===== config.mk =====
export PLATFORM = sky130hd
export DESIGN_NAME = nvram_backup_controller
export DESIGN_NICKNAME = d
export VERILOG_FILES = /design/src/rtl/nvram_backup_controller.sv
export SDC_FILE = /design/constraint.sdc
export NUM_CORES = 1
export LEC_CHECK = 0
export ABC_AREA = 1
export CAP_MARGIN = 20
export CORE_ASPECT_RATIO = 1.25
export CORE_UTILIZATION = 44
export CTS_CLUSTER_DIAMETER = 30
export DETAILED_ROUTE_END_ITERATION = 16
export HOLD_SLACK_MARGIN = 0.02
export PLACE_DENSITY = 0.88
export SLEW_MARGIN = 40
export SYNTH_ARGS = -nofsm -noshare
export SYNTH_HDL_FRONTEND = slang
export SYNTH_SLANG_ARGS = --single-unit
export TNS_END_PERCENT = 50

===== constraint.sdc =====
create_clock -name clk -period 2.3 [get_ports clk]
set_clock_uncertainty 0.05 [all_clocks]
set_input_delay 0.23 -clock clk [delete_from_list [all_inputs] [get_ports clk]]
set_output_delay 0.23 -clock clk [all_outputs]
set_load 0.1 [all_outputs]

===== src/rtl/nvram_backup_controller.sv =====
// rtl/nvram_backup_controller.sv - NVRAM restore/backup sequencer between HPS SD-block port and NVRAM port B
module nvram_backup_controller #(
  parameter int unsigned MOUNT_TIMEOUT = 30_000_000
) (
  input  logic        clk,
  input  logic        reset,
  input  logic        img_mounted,
  input  logic        img_readonly,
  input  logic [63:0] img_size,
  input  logic        save_request,
  input  logic        nvram_cpu_changed,
  output logic        nvram_allow_cpu_access,
  output logic [12:0] nvram_backup_restore_adr,
  output logic [7:0]  nvram_restore_data,
  output logic        nvram_restore_write,
  input  logic [7:0]  nvram_backup_data,
  output logic [31:0] sd_lba,
  output logic        sd_rd,
  output logic        sd_wr,
  input  logic        sd_ack,
  input  logic [8:0]  sd_buff_addr,
  input  logic [7:0]  sd_buff_dout,
  input  logic        sd_buff_wr,
  output logic [7:0]  sd_buff_din,
  output logic        dirty,
  output logic        busy
);

  typedef enum logic [2:0] {
    WAIT_MOUNT, IDLE, RD_REQ, RD_XFER, WR_REQ, WR_XFER
  } state_t;

  state_t      state;
  logic [3:0]  sec;
  logic [31:0] tmo_cnt;
  logic        ack_q;
  logic [12:0] rd_adr;
  logic        in_xfer;
  logic        ack_fall;
  logic        big_image;

  assign in_xfer   = (state == RD_XFER) || (state == WR_XFER);
  // ack_q is held low outside *_XFER, so a fall is only seen after a rise inside the transfer
  assign ack_fall  = in_xfer && ack_q && !sd_ack;
  assign big_image = (img_size >= 64'd8192);

  always_ff @(posedge clk or posedge reset) begin
    if (reset) begin
      state               <= WAIT_MOUNT;
      sec                 <= 4'd0;
      tmo_cnt             <= 32'd0;
      ack_q               <= 1'b0;
      dirty               <= 1'b0;
      rd_adr              <= 13'd0;
      nvram_restore_data  <= 8'd0;
      nvram_restore_write <= 1'b0;
    end else begin
      ack_q               <= in_xfer ? sd_ack : 1'b0;
      nvram_restore_write <= (state == RD_XFER) && sd_buff_wr;
      if ((state == RD_XFER) && sd_buff_wr) begin
        rd_adr             <= {sec, sd_buff_addr};
        nvram_restore_data <= sd_buff_dout;
      end

      case (state)
        WAIT_MOUNT, IDLE: begin
          if (img_mounted) begin
            if (big_image) begin
              sec   <= 4'd0;
              dirty <= 1'b0;
              state <= RD_REQ;
            end else begin
              // Too small to hold a backup: mark dirty so the first save writes one
              dirty <= 1'b1;
              state <= IDLE;
            end
          end else if (state == WAIT_MOUNT) begin
            if (tmo_cnt == 32'(MOUNT_TIMEOUT - 1))
              state <= IDLE;
            else
              tmo_cnt <= tmo_cnt + 32'd1;
          end else if (save_request && dirty && !img_readonly) begin
            dirty <= 1'b0;
            sec   <= 4'd0;
            state <= WR_REQ;
          end
        end
        RD_REQ: if (sd_ack) state <= RD_XFER;
        WR_REQ: if (sd_ack) state <= WR_XFER;
        RD_XFER, WR_XFER: begin
          if (ack_fall) begin
            if (sec == 4'd15) begin
              state <= IDLE;
            end else begin
              sec   <= sec + 4'd1;
              state <= (state == RD_XFER) ? RD_REQ : WR_REQ;
            end
          end
        end
        default: state <= WAIT_MOUNT;
      endcase

      // A CPU write in the same cycle as a clear must still leave NVRAM marked dirty
      if (nvram_cpu_changed) dirty <= 1'b1;
    end
  end

  assign sd_lba                   = {28'd0, sec};
  assign sd_rd                    = (state == RD_REQ);
  assign sd_wr                    = (state == WR_REQ);
  assign busy                     = (state != WAIT_MOUNT) && (state != IDLE);
  assign nvram_allow_cpu_access   = (state == IDLE);
  // Backup reads use the live HPS address so port B data lands one cycle later, as the HPS expects
  assign nvram_backup_restore_adr = nvram_restore_write ? rd_adr : {sec, sd_buff_addr};
  assign sd_buff_din              = nvram_backup_data;

endmodule


# Word-level counts from Yosys, hierarchy flattened
# Index checks and enable logic that the tools add are counted.
[op_classes]
addsub = 2
n_mul = 0
n_div = 0
magnitude_cmp = 1
eq_ne = 18
shift = 0
muxes = 26
n_bitwise = 2
n_reduce_logical = 20
[ops]
columns = ["cell", "n"]
rows = [
  ["$ge 64x14->1 const B", 1],
  ["$add 32x1->32 const B", 1],
  ["$eq 32x25->1 const B", 1],
  ["$mux 3", 9],
  ["$mux 4", 6],
  ["$mux 13", 1],
  ["$ne 3x3->1 const B", 4],
  ["$pmux 3 s4", 1],
  ["$ne 4x4->1 const B", 2],
  ["$pmux 4 s2", 1],
  ["$mux 1", 7],
  ["$eq 3x2->1 const B", 2],
  ["$eq 3x3->1 const B", 2],
  ["$logic_and 1x1->1", 6],
  ["$reduce_and 6->1", 1],
  ["$reduce_bool 3->1", 2],
  ["$reduce_and 5->1", 1],
  ["$add 4x1->4 const B", 1],
  ["$eq 4x4->1 const B", 1],
  ["$ne 2x1->1 const B", 2],
  ["$ne 2x2->1 const B", 2],
  ["$reduce_and 4->1", 1],
  ["$reduce_bool 2->1", 2],
  ["$reduce_or 2->1", 2],
  ["8 further kinds", 10],
]
[word_totals]
reg_bits = 63
latchBits = 0
ram_bits = 0
romBits = 0
in_bits = 97
output_inout_bits = 67
word_cells = 77
n_memories = 0

# Logic depth before layout (Yosys ltp)
[logic_depth]
ltp_word = 7
ltp_mapped = 12
depth_no_buf = 11

# Worst setup path after synthesis
# Ideal clock, no wire load.
[synth_timing]
kind = "register -> output"
start = "register sec[2]"
end = "output port nvram_backup_restore_adr[11]"
t_arrival_ps = 3233
t_required_ps = 2020
slack_ps = -1213
path_stages_with_launch = 3
path_buffers = 0
cell_sequence = "dfrtp_1 -> inv_1 -> o21ai_0"
[synth_via]
elab_chain_cells = 1
[synth_rtl]
columns = ["item", "line_no", "source"]
rows = [
  ["start, declared", "34", "logic [3:0] sec;"],
  ["start signal, assigned", "95", "sec <= sec + 4'd1;"],
  ["$mux 13", "114", "assign nvram_backup_restore_adr = nvram_restore_write ? rd_adr : {sec, sd_buff_addr};"],
  ["end, declared", "13", "output logic [12:0] nvram_backup_restore_adr,"],
]
# No other way between the ends.

# Final worst setup path
[layout_timing]
start = "register state[1]"
end = "output port sd_rd"
[layout_via]
elab_chain_cells = 1
[layout_rtl]
columns = ["item", "line_no", "source"]
rows = [
  ["start, declared", "33", "state_t state;"],
  ["start signal, assigned", "96", "state <= (state == RD_XFER) ? RD_REQ : WR_REQ;"],
  ["$eq 3x2->1", "109", "assign sd_rd = (state == RD_REQ);"],
  ["end, declared", "18", "output logic sd_rd,"],
]
# No other way between the ends.

==> metrics.txt <==
result of the run=completed; worst setup path class=flop to primary output; worst hold path class=input port to asynchronous set/reset pin; flops & latches, synth=63; source-to-sink clock delay at the later pin of the worst-skew pair=0.34 ns; Detail Placement HPWL=8276 um; count of cells resized by post-cts repair=0; die span in x=88.25 um; R2R Path Start=sec[0]; number of failing hold endpoints at the final stage=0; full die area=9691 um^2; Synth area leaders=sky130_fd_sc_hd__dfrtp_1 39%, sky130_fd_sc_hd__nand2_1 20%, sky130_fd_sc_hd__nor2_1 7.9%, sky130_fd_sc_hd__buf_4 6.6%, sky130_fd_sc_hd__xor2_1 5.1%; number of global-route vias before repair=3851; via-per-instance ratio=4.876; pre-CTS worst setup slack=0.4773 ns; Synth Cell Area=4091 um^2; # Post-CTS Setup Buffers=0; pwr/cell area=1109 nW/um^2; required time at the endpoint of the critical path=2.02 ns; Max stage delay cell, worst path=sky130_fd_sc_hd__dfrtp_1; average detailed-routed wire length per instance=12.93 um; pin count of the biggest net entering global routing=32; standard-cell row count=39; endpoint kind of the worst setup timing path=primary output; Root Driver=sky130_fd_sc_hd__clkbuf_16; setup slack after layout=0.5346 ns; number of instances in the synthesized netlist=595; TritonCTS clock tree=done; critical path, cell by cell=inv_1 > nor2_1 > nand2_1 > inv_1 > buf_4; synth warn=0; CTS max path bufs=2; WP depth=5; area post-placement=5228 um^2; area of the core region=9076 um^2; Port Buf Inserts=106; standby leakage power=2.652 nW; async set or reset register ratio after synthesis=100.0%; count of inserted antenna diode cells=0; unrepaired setup endpoints after global routing=no; floorplan die height=109.8 um; post-route antenna net violation count=0; Max Cap Violations=0; relative contribution of the clock network to total power=24.3%; post-synth top area cell=sky130_fd_sc_hd__dfrtp_1; total vias in the final route=4037; Switching Share=49.23%; CP Max Fanout=4; Initial DRC Count=228; Cell Count, Final, Fillers Out=828; Total Routing Usage GR=23.87%; syn avg cell area=6.876 um^2; FF-to-FF path depth=7; Slowest Stage Delay on Critical Path=0.38 ns; Syn-to-layout area delta=35.81%; Finished Cell Area=5557 um^2; internal power contribution=0.003130 W; share of final-layout standard cells stronger than drive strength 1=10.92%; Final Hold Slack=0.05514 ns; Final Cycle Share=76.76%; initial antenna violation count=0; # setup viols final=0; Post-Place Cells=812; Reg clk slew, reported paths=0.06 ns; most used flip-flop cell after synthesis=sky130_fd_sc_hd__dfrtp_1; first-pass GRT wire length=17600 um; number of iterations in the first detailed-routing pass=5; Layout Nets=799; buffers and inverters on the worst path=3; count of distinct cell types in the synthesized netlist=30; fmax=566.4 MHz; initial cell density of the core=45.08%; remaining global-route overflow=0; number of CTS-inserted buffers=9; hold bufs inserted after CTS=0; clock tree sinks=63; arrival time of data at the critical path endpoint=1.49 ns; Sw Pwr=0.003035 W; beginning of the critical path=state[1]; Final min period=1.765 ns; global placement routability congestion=0.8886; sequential fraction of design power=26.7%; routed wire length=10700 um; area share of the largest cell type after synthesis=38.53%; combinational share of power=49.0%; total negative slack=0 ns; Slew Limit Fails=0; count of flip-flops with a built-in enable after synthesis=0; Setup crit start kind=flop; worst voltage drop across the vdd grid=0.8693 mV; CTS HTree Levels=3; top-level port count=164; most common cell type on the critical path=sky130_fd_sc_hd__inv_1; top cell family by delay on the critical path=buffers and inverters; sequential-to-total area share from yosys stat=38.53%; DRC violation count after routing=0
==> metrics by stage <==
| stage | utilization [%] | power, W |
|---|---|---|
| floorplan | - | 0.004006 |
| global placement | 57.60 | 0.004578 |
| detailed placement | 57.60 | 0.004669 |
| CTS | 61.22 | 0.006186 |
| global route | 61.22 | 0.006466 |
| finish | 61.22 | 0.006165 |
==> cell usage after synthesis (all sizes together) (2+ instances only) <==
| cell type | number |
|---|---|
| clkbuf | 5 |
| xnor2 | 3 |
| buf | 41 |
| a21oi | 4 |
| nand3b | 4 |
| ha | 2 |
| dfrtp | 63 |
| xor2 | 24 |
| nor3 | 16 |
| nand2 | 221 |
| nor2 | 93 |
| nand3 | 19 |
| nand4 | 7 |
| o21ai | 35 |
| inv | 53 |
==> power by group through the flow <==
stage,Sequential [W],Clock (W),Combinational (W)
2_1_floorplan,0.00227,0,0.00174
3_3_place_gp,0.00163,0,0.00295
3_5_place_dp,0.00165,0,0.00302
4_1_cts,0.00164,0.00151,0.00303
5_1_grt,0.00169,0.00156,0.00322
6_report,0.00165,0.00150,0.00302
==> per-layer routing <==
metal / part of all wire [%] / routed length [um] / vias up / global-route usage (%)
li1: - / - / 1991 / -
met5: 0 / 0 / - / 0
met3: 4.9 / 528 / 38 / 4.730
met4: 3.8 / 405 / 0 / 12.44
met2: 52 / 5608 / 143 / 41.70
met1: 39 / 4161 / 1865 / 27.32
==> cell usage in the layout, fill, tap and decap left out <==
cell type / count
sky130_fd_sc_hd__nand2_1: 216
sky130_fd_sc_hd__nor2_1: 85
sky130_fd_sc_hd__clkdlybuf4s50_1: 75
sky130_fd_sc_hd__dfrtp_1: 63
sky130_fd_sc_hd__inv_1: 46
sky130_fd_sc_hd__conb_1: 28
sky130_fd_sc_hd__xor2_1: 24
sky130_fd_sc_hd__buf_4: 24
sky130_fd_sc_hd__o21ai_1: 19
sky130_fd_sc_hd__nand3_1: 17
sky130_fd_sc_hd__o21ai_0: 16
sky130_fd_sc_hd__nor3_1: 15
sky130_fd_sc_hd__buf_12: 14
sky130_fd_sc_hd__clkbuf_16: 9
sky130_fd_sc_hd__nand4_1: 7
sky130_fd_sc_hd__inv_2: 7
sky130_fd_sc_hd__nor2_2: 5
sky130_fd_sc_hd__a21oi_1: 4
sky130_fd_sc_hd__nand3b_1: 4
sky130_fd_sc_hd__nand2_2: 3
sky130_fd_sc_hd__nor2_4: 3
sky130_fd_sc_hd__xnor2_1: 3
sky130_fd_sc_hd__clkinv_4: 3
sky130_fd_sc_hd__nand2_4: 2
sky130_fd_sc_hd__nand3_2: 2
sky130_fd_sc_hd__ha_1: 2
sky130_fd_sc_hd__bufinv_16: 2
sky130_fd_sc_hd__inv_6: 2
sky130_fd_sc_hd__and2_0: 1
sky130_fd_sc_hd__clkinv_1: 1
sky130_fd_sc_hd__a31oi_1: 1
sky130_fd_sc_hd__nor3_2: 1
sky130_fd_sc_hd__a311oi_1: 1
==> flip-flops by register name, summed over array words and instances (netlist names) <==
| register | cells |
|---|---|
| nvram_restore_write | 1 |
| rd_adr | 13 |
| dirty | 1 |
| state | 3 |
| nvram_restore_data | 8 |
| tmo_cnt | 32 |
| sec | 4 |
| ack_q | 1 |
==> cell families (layout without fill, tap and decap cells) <==
logic type               count (synthesis)  in the layout  share of synthesized area [%]
AO/OA/AOI/OAI                           41             41                          5.138
XOR/XNOR                                27             27                          5.780
AND/OR/NAND/NOR                        361            361                          36.76
adder cells (fa/ha/maj)                  2              2                         0.6115
buffers and inverters                  100            183                          13.09
other                                    1             28                        0.09166
flip-flops                              63             63                          38.53
==> cell type report <==
type	instances	area [um^2]
Fill cell	758	3520
Multi-Input combinational cell	459	2083
Sequential cell	63	1577
Timing Repair Buffer	113	1211
Clock buffer	9	225.2
Inverter	54	202.7
Tap cell	123	153.9
Clock inverter	7	103.9
==> worst reg2reg max path, cell delays in order, from the launching register on <==
cell	delay (ns)
sky130_fd_sc_hd__dfrtp_1	0.45
sky130_fd_sc_hd__ha_1	0.26
sky130_fd_sc_hd__nand3_1	0.17
sky130_fd_sc_hd__a31oi_1	0.12
sky130_fd_sc_hd__nor3_2	0.28
sky130_fd_sc_hd__nand2_1	0.18
sky130_fd_sc_hd__nand2_1	0.10
sky130_fd_sc_hd__nand2_1	0.05
==> worst paths after layout <==
| check | endpoint | slack [ns] |
|---|---|---|
| worst max-delay path | sd_rd | 0.53 |
| worst min-delay path | sec[2] | 0.06 |
| worst max register to register | sec[2] | 0.55 |
| worst min register to register | rd_adr[6] | 0.43 |
| max in group asynchronous | tmo_cnt[18] | 1.54 |
| min in group clk | dirty | 0.37 |
(Power assumes the default switching activity.)
